$ cat config.mk
export PLATFORM = sky130hd
export DESIGN_NAME = i2c_master_arbiter_flat
export DESIGN_NICKNAME = d
export VERILOG_FILES = /design/src/rtl/i2c_master_arbiter_pkg.sv /design/src/rtl/i2c_master_arbiter_if.sv /design/src/rtl/i2c_master_arbiter_rr_arbiter.sv /design/src/rtl/i2c_master_arbiter.sv /design/src/flat_wrapper.sv
export SDC_FILE = /design/constraint.sdc
export NUM_CORES = 1
export LEC_CHECK = 0
export ABC_AREA = 1
export BUFFER_PORTS_ARGS = -buffer_cell sky130_fd_sc_hd__buf_2
export CAP_MARGIN = 25
export CORE_ASPECT_RATIO = 1.75
export CORE_MARGIN = 4
export CORE_UTILIZATION = 48
export CTS_BUF_LIST = sky130_fd_sc_hd__clkbuf_4 sky130_fd_sc_hd__clkbuf_8
export DETAILED_ROUTE_END_ITERATION = 8
export GPL_ROUTABILITY_DRIVEN = 0
export PLACE_DENSITY = 0.8
export SYNTH_ARGS = -nofsm -noshare
export SYNTH_HDL_FRONTEND = slang
export SYNTH_SLANG_ARGS = --single-unit
$ cat constraint.sdc
create_clock -name clk -period 2.3 [get_ports clk]
set_input_delay 0.115 -clock clk [delete_from_list [all_inputs] [get_ports clk]]
set_output_delay 0.115 -clock clk [all_outputs]
set_load 0.01 [all_outputs]
$ cat src/rtl/i2c_master_arbiter_pkg.sv
// Shared types and widths for the i2c_master arbitration slice.
package i2c_master_arbiter_pkg;

  localparam int unsigned I2C_ADDR_W = 7;
  localparam int unsigned I2C_DATA_W = 8;

  typedef enum logic [1:0] {
    StIdle,
    StStart,
    StWait,
    StResp
  } arb_state_e;

endpackage

$ cat src/rtl/i2c_master_arbiter_if.sv
// Requester-side and master-side signals of the i2c_master arbiter.
interface i2c_master_arbiter_if #(
  parameter int unsigned NUM_REQ = 4
) ();
  import i2c_master_arbiter_pkg::*;

  logic [NUM_REQ-1:0]            req_valid;
  logic [NUM_REQ-1:0]            req_ready;
  logic [I2C_ADDR_W*NUM_REQ-1:0] req_addr;
  logic [NUM_REQ-1:0]            req_rw;
  logic [I2C_DATA_W*NUM_REQ-1:0] req_wdata;
  logic [NUM_REQ-1:0]            rsp_valid;
  logic [I2C_DATA_W-1:0]         rsp_rdata;
  logic                          rsp_err;
  logic                          busy;
  logic                          m_start;
  logic [I2C_ADDR_W-1:0]         m_addr;
  logic                          m_rw;
  logic [I2C_DATA_W-1:0]         m_data_send;
  logic                          m_done;
  logic [I2C_DATA_W-1:0]         m_data_recv;

  // The arbiter itself: serves requesters and drives the shared i2c_master.
  modport master (
    input  req_valid, req_addr, req_rw, req_wdata, m_done, m_data_recv,
    output req_ready, rsp_valid, rsp_rdata, rsp_err, busy,
    output m_start, m_addr, m_rw, m_data_send
  );

  // Environment: requesters plus the i2c_master.
  modport slave (
    output req_valid, req_addr, req_rw, req_wdata, m_done, m_data_recv,
    input  req_ready, rsp_valid, rsp_rdata, rsp_err, busy,
    input  m_start, m_addr, m_rw, m_data_send
  );

endinterface

$ cat src/rtl/i2c_master_arbiter_rr_arbiter.sv
// Combinational round-robin picker: first set request after 'last', wrapping.
module rr_arbiter #(
  parameter int unsigned N = 4
) (
  input  logic [N-1:0]         req,
  input  logic [$clog2(N)-1:0] last,
  output logic [N-1:0]         gnt,
  output logic [$clog2(N)-1:0] gnt_idx
);

  localparam int unsigned W = $clog2(N);

  logic         found;
  logic [W-1:0] pos;

  always_comb begin
    gnt     = '0;
    gnt_idx = '0;
    found   = 1'b0;
    pos     = '0;
    for (int unsigned k = 1; k <= N; k++) begin
      pos = W'((32'(last) + k) % N);
      if (!found && req[pos]) begin
        found    = 1'b1;
        gnt[pos] = 1'b1;
        gnt_idx  = pos;
      end
    end
  end

endmodule

$ cat src/rtl/i2c_master_arbiter.sv
// Shares one i2c_master between NUM_REQ requesters with round-robin grant and a
// WAIT-state watchdog that aborts transactions whose done never arrives.
module i2c_master_arbiter #(
  parameter int unsigned NUM_REQ     = 4,
  parameter int unsigned TIMEOUT_CYC = 4096
) (
  input logic                  clk,
  input logic                  arstn,
  i2c_master_arbiter_if.master bus
);
  import i2c_master_arbiter_pkg::*;

  localparam int unsigned IdxW = $clog2(NUM_REQ);
  localparam int unsigned TmrW = $clog2(TIMEOUT_CYC);
  localparam logic [TmrW-1:0] TmrLast = TmrW'(TIMEOUT_CYC - 1);

  arb_state_e            state_q, state_d;
  logic [IdxW-1:0]       last_q, last_d;
  logic [IdxW-1:0]       grant_q, grant_d;
  logic [TmrW-1:0]       timer_q, timer_d;
  logic                  done_q;
  logic                  m_start_q, m_start_d;
  logic [I2C_ADDR_W-1:0] m_addr_q, m_addr_d;
  logic                  m_rw_q, m_rw_d;
  logic [I2C_DATA_W-1:0] m_data_q, m_data_d;
  logic [NUM_REQ-1:0]    rsp_valid_q, rsp_valid_d;
  logic [I2C_DATA_W-1:0] rsp_rdata_q, rsp_rdata_d;
  logic                  rsp_err_q, rsp_err_d;
  logic                  busy_q, busy_d;
  logic [NUM_REQ-1:0]    req_ready;

  logic [NUM_REQ-1:0] gnt;
  logic [IdxW-1:0]    gnt_idx;
  int unsigned        sel;
  logic               done_rise;

  rr_arbiter #(
    .N(NUM_REQ)
  ) u_rr_arbiter (
    .req    (bus.req_valid),
    .last   (last_q),
    .gnt    (gnt),
    .gnt_idx(gnt_idx)
  );

  // done_q tracks m_done in every state so a level left high is never an edge.
  assign done_rise = bus.m_done & ~done_q;
  assign sel       = 32'(gnt_idx);

  always_comb begin
    state_d     = state_q;
    last_d      = last_q;
    grant_d     = grant_q;
    timer_d     = timer_q;
    m_start_d   = 1'b0;
    m_addr_d    = m_addr_q;
    m_rw_d      = m_rw_q;
    m_data_d    = m_data_q;
    rsp_valid_d = '0;
    rsp_rdata_d = rsp_rdata_q;
    rsp_err_d   = rsp_err_q;
    req_ready   = '0;

    unique case (state_q)
      StIdle: begin
        if (|bus.req_valid) begin
          req_ready = gnt;
          m_addr_d  = bus.req_addr[sel*I2C_ADDR_W +: I2C_ADDR_W];
          m_rw_d    = bus.req_rw[gnt_idx];
          m_data_d  = bus.req_wdata[sel*I2C_DATA_W +: I2C_DATA_W];
          grant_d   = gnt_idx;
          m_start_d = 1'b1;
          state_d   = StStart;
        end
      end
      StStart: begin
        timer_d = '0;
        state_d = StWait;
      end
      StWait: begin
        timer_d = timer_q + TmrW'(1);
        // A real completion in the watchdog's last cycle still counts as success.
        if (done_rise) begin
          rsp_rdata_d = bus.m_data_recv;
          rsp_err_d   = 1'b0;
          rsp_valid_d = NUM_REQ'(1) << grant_q;
          state_d     = StResp;
        end else if (timer_q == TmrLast) begin
          rsp_rdata_d = '0;
          rsp_err_d   = 1'b1;
          rsp_valid_d = NUM_REQ'(1) << grant_q;
          state_d     = StResp;
        end
      end
      StResp: begin
        last_d  = grant_q;
        state_d = StIdle;
      end
    endcase

    busy_d = (state_d != StIdle);
  end

  always_ff @(posedge clk or negedge arstn) begin
    if (!arstn) begin
      state_q     <= StIdle;
      last_q      <= IdxW'(NUM_REQ - 1);
      grant_q     <= '0;
      timer_q     <= '0;
      done_q      <= 1'b0;
      m_start_q   <= 1'b0;
      m_addr_q    <= '0;
      m_rw_q      <= 1'b0;
      m_data_q    <= '0;
      rsp_valid_q <= '0;
      rsp_rdata_q <= '0;
      rsp_err_q   <= 1'b0;
      busy_q      <= 1'b0;
    end else begin
      state_q     <= state_d;
      last_q      <= last_d;
      grant_q     <= grant_d;
      timer_q     <= timer_d;
      done_q      <= bus.m_done;
      m_start_q   <= m_start_d;
      m_addr_q    <= m_addr_d;
      m_rw_q      <= m_rw_d;
      m_data_q    <= m_data_d;
      rsp_valid_q <= rsp_valid_d;
      rsp_rdata_q <= rsp_rdata_d;
      rsp_err_q   <= rsp_err_d;
      busy_q      <= busy_d;
    end
  end

  assign bus.req_ready   = req_ready;
  assign bus.rsp_valid   = rsp_valid_q;
  assign bus.rsp_rdata   = rsp_rdata_q;
  assign bus.rsp_err     = rsp_err_q;
  assign bus.busy        = busy_q;
  assign bus.m_start     = m_start_q;
  assign bus.m_addr      = m_addr_q;
  assign bus.m_rw        = m_rw_q;
  assign bus.m_data_send = m_data_q;

endmodule

$ cat src/flat_wrapper.sv
// flat-port wrapper written by rule: the top's interface ports become plain ports
module i2c_master_arbiter_flat import i2c_master_arbiter_pkg::*;
#(
  parameter int unsigned NUM_REQ     = 4,
  parameter int unsigned TIMEOUT_CYC = 4096
)
  (clk, arstn, bus_req_valid, bus_req_addr, bus_req_rw, bus_req_wdata, bus_m_done, bus_m_data_recv, bus_req_ready, bus_rsp_valid, bus_rsp_rdata, bus_rsp_err, bus_busy, bus_m_start, bus_m_addr, bus_m_rw, bus_m_data_send);
  i2c_master_arbiter_if #(.NUM_REQ(NUM_REQ)) bus_i ();
  input logic clk;
  input logic arstn;
  input wire logic [$bits(bus_i.req_valid)-1:0] bus_req_valid;
  input wire logic [$bits(bus_i.req_addr)-1:0] bus_req_addr;
  input wire logic [$bits(bus_i.req_rw)-1:0] bus_req_rw;
  input wire logic [$bits(bus_i.req_wdata)-1:0] bus_req_wdata;
  input wire logic [$bits(bus_i.m_done)-1:0] bus_m_done;
  input wire logic [$bits(bus_i.m_data_recv)-1:0] bus_m_data_recv;
  output wire logic [$bits(bus_i.req_ready)-1:0] bus_req_ready;
  output wire logic [$bits(bus_i.rsp_valid)-1:0] bus_rsp_valid;
  output wire logic [$bits(bus_i.rsp_rdata)-1:0] bus_rsp_rdata;
  output wire logic [$bits(bus_i.rsp_err)-1:0] bus_rsp_err;
  output wire logic [$bits(bus_i.busy)-1:0] bus_busy;
  output wire logic [$bits(bus_i.m_start)-1:0] bus_m_start;
  output wire logic [$bits(bus_i.m_addr)-1:0] bus_m_addr;
  output wire logic [$bits(bus_i.m_rw)-1:0] bus_m_rw;
  output wire logic [$bits(bus_i.m_data_send)-1:0] bus_m_data_send;
  assign bus_i.req_valid = bus_req_valid;
  assign bus_i.req_addr = bus_req_addr;
  assign bus_i.req_rw = bus_req_rw;
  assign bus_i.req_wdata = bus_req_wdata;
  assign bus_i.m_done = bus_m_done;
  assign bus_i.m_data_recv = bus_m_data_recv;
  assign bus_req_ready = bus_i.req_ready;
  assign bus_rsp_valid = bus_i.rsp_valid;
  assign bus_rsp_rdata = bus_i.rsp_rdata;
  assign bus_rsp_err = bus_i.rsp_err;
  assign bus_busy = bus_i.busy;
  assign bus_m_start = bus_i.m_start;
  assign bus_m_addr = bus_i.m_addr;
  assign bus_m_rw = bus_i.m_rw;
  assign bus_m_data_send = bus_i.m_data_send;
  i2c_master_arbiter #(.NUM_REQ(NUM_REQ), .TIMEOUT_CYC(TIMEOUT_CYC)) u_core (.clk(clk), .arstn(arstn), .bus(bus_i));
endmodule
==> impl_metrics.yaml <==
timing:
  grt_setup_unrepaired: "true"
  finClkSkew_ps: 3.41
  setup_viol: 0
  holdWs_ps: 25.4
  final_hold_viol_count: 0
  tightestPinTransition_ps: 636
  fin_crit_sh: 0.969
  fin_crit_ps: 2230
  slew_headroom: 0.576
  max_freq_ghz: 0.449
  finalMaxSlewViolations: 0
detailed_routing:
  ant_nets: 0
  vias_per_cell: 5.03
  dr.first_iter.drc_count: 190
  post_drt_wl_per_cell_um: 13.3
  drc_errors: 0
  drtPass1Iterations: 4
  vias: 3493
  routed_wl_um: 9200
setup_path:
  critPathTopFamily: "simple AND/OR/NAND/NOR gates"
  slowest_stage: "dfstp_2"
  worstPathCellList: "buf_6 -> nand2_2 -> nand2_1 -> nand2_1 -> nand2_2 -> inv_2 -> nor2_8 -> nand3_1 -> nand4_1 -> nand2_1 -> inv_1 -> buf_6"
  slowest_delay_ps: 600
  start_kind: "flop"
  crit_cells: 12
  path_max_fanout: 10
  critPathCaptureType: "output port"
  crit_type: "flop to output port"
  rr_worst_depth: 15
  arrival_ps: 2110
  cpMostUsedCell: "nand2_1"
  critPathRequiredTime_ps: 2180
  cp_num_buf_inv: 4
synthesis:
  synth_simple_gate_area_frac: 0.382
  synth-compound-area-share: 0.0599
  synth-xor-area-share: 0
  synth_fp_nets: 574
  ys_ff_latch: 50
  syn_area_um2: 3400
  ys_seq_area_frac: 0.368
  synthMuxAreaShare: 0
  yosysWarningCount: 0
  ys_types: 32
  synthAdderAreaFrac: 0.0441
  synth_top_family_by_area: "simple AND/OR/NAND/NOR gates"
  synth.avg_cell_area_um2: 7.05
  synth_cells: 483
final_layout:
  antenna-diode-count: 0
  syn2layout_area_growth_pct: 30.9
  nFillCells: 595
  layout-drive-gt1-share: 0.297
  stdcell_count: 694
  fin_nets: 700
  design_area_um2: 4450
place:
  place_inst: 673
  place_area_um2: 4050
  port_buffers: 113
  dp_hpwl_um: 6770
die:
  die_y_um: 119
  pin_count: 114
  dieArea_um2: 8550
  die_w_um: 71.7
  row_count: 40
  core_um2: 6910
  initial_core_util: 0.493
clock_network:
  cts_inserted_buffers: 5
  clk_pin_slew_worst_paths_ps: 90
  clk_latency_ps: 300
  cts_tree: "yes"
  clock_path_buffers: 2
  cts_num_sinks: 50
  cts_root_buf: "clkbuf_8"
  htree_levels: 2
hold_path:
  worstHoldPathType: "input pin to flop"
  whs_path_depth: 2
outcome:
  status: "finished, final reports clean"
grt:
  gr-total-overflow: 0
  antenna_found_initial: 0
  grt_pass1_vias: 3253
  grt_start_max_net_pins: 34
  grt_pass1_wl_um: 14000
  grt_usage: 0.200
power:
  ir_drop_v: 0.00155
  p_per_area_nw_per_um2: 1670
  power_leakage_nw: 2.67
  finalPower_mw: 7.43
job:
  drv_cap: 0
## metrics by stage
step / setup TNS (ps) / worst slack, ps / util
3_3_place_gp: 0 / 68.6 / 0.587
4_1_cts: 0 / 23.6 / 0.611
2_1_floorplan: 0 / 67.6 / -
3_5_place_dp: 0 / 7.88 / 0.587
6_report: 0 / 70.7 / 0.645
5_1_grt: -361 / -31.7 / 0.645
## Yosys cell counts
master	count	share of area
o22ai_1	1	0.0018
inv_8	1	0.0033
nand4_4	1	0.0062
nor2_1	16	0.018
buf_4	3	0.0066
clkbuf_1	4	0.0044
inv_1	94	0.10
nor4_1	3	0.0055
a22o_1	8	0.021
nor2_4	1	0.0033
o211ai_1	1	0.0022
nand3_1	83	0.12
nand2_1	138	0.15
nand3_2	5	0.015
nand2_4	4	0.013
ha_1	12	0.044
nor3_1	9	0.013
a31oi_1	2	0.0037
and3_1	2	0.0037
inv_4	1	0.0018
nor2_8	2	0.012
nand2_2	9	0.017
inv_2	3	0.0033
buf_2	4	0.0059
dfstp_2	2	0.015
buf_6	5	0.017
o21ai_1	1	0.0015
a21oi_1	9	0.013
a22oi_1	3	0.0066
o21ai_0	7	0.010
nand4_1	1	0.0018
dfrtp_1	48	0.35
## state kept, by name, indices dropped and copies added (netlist names), 2 cells and up
| signal | flops |
|---|---|
| u_core.timer_q | 12 |
| u_core.bus.m_data_send | 8 |
| u_core.last_q | 2 |
| u_core.state_q | 2 |
| u_core.bus.rsp_valid | 4 |
| u_core.bus.m_addr | 7 |
| u_core.grant_q | 2 |
| u_core.bus.rsp_rdata | 8 |
## logic make-up after synthesis
| group | after synthesis |
|---|---|
| fa+ha+maj | 12 |
| simple gates | 274 |
| compound gates | 32 |
| flops | 50 |
| buf+inv | 115 |
## final timing paths
check	from	end	slack [ps]
worst min-delay path	bus_m_data_recv[7]	u_core.bus.rsp_rdata[7]	30
min in group asynchronous	arstn	u_core.timer_q[7]	360
max in group asynchronous	arstn	u_core.last_q[0]	1160
worst max-delay path	u_core.last_q[0]	bus_req_ready[3]	70
worst min register to register	u_core.bus.m_data_send[3]	u_core.bus.m_data_send[3]	500
worst max register to register	u_core.last_q[0]	u_core.bus.m_addr[3]	80
## power breakdown
group | total (mW) | internal [mW] | switching [mW]
clock network | 0.610 | 0.320 | 0.289
registers | 1.44 | 1.22 | 0.221
logic | 5.38 | 2.16 | 3.23
## area by class of cell
| cell class | instances | area [µm²] | area share |
|---|---|---|---|
| Timing Repair Buffer | 134 | 826 | 0.185 |
| Sequential cell | 50 | 1250 | 0.281 |
| Multi-Input combinational cell | 319 | 1780 | 0.399 |
| Clock inverter | 3 | 40.0 | 0.00899 |
| Tap cell | 84 | 105 | 0.0236 |
| Clock buffer | 5 | 68.8 | 0.0154 |
| Inverter | 99 | 384 | 0.0862 |
## layer usage
metal  track usage  wire (µm)
met3        0.0321        489
met2         0.374       5150
met4        0.0882        310
met1         0.212       3250
met5             0          0
## placed cells by master, fill, tap and decap left out, types with 4 or more instances in the layout
cell type  count
nand3_2        6
nand2_8        4
a22o_1         8
nand2_1      135
dfrtp_1       48
nand2_2       11
a21oi_1        9
nand3_1       79
buf_2        112
nor3_1         9
clkbuf_8       5
buf_6          4
inv_1         93
o21ai_0        7
buf_4         10
nor2_1        16
ha_1          11
## repair_timing
item / in CTS / in global routing
hold buffers: 2 / 0
buffers inserted: 3 / 4
gates resized for setup: 0 / 24
hold endpoints to repair: 29 / 0
endpoints found under the setup margin: 1 / 20
pin swaps: 1 / 15
cloned: 0 / 4
Power figures use the tool's default switching activity.
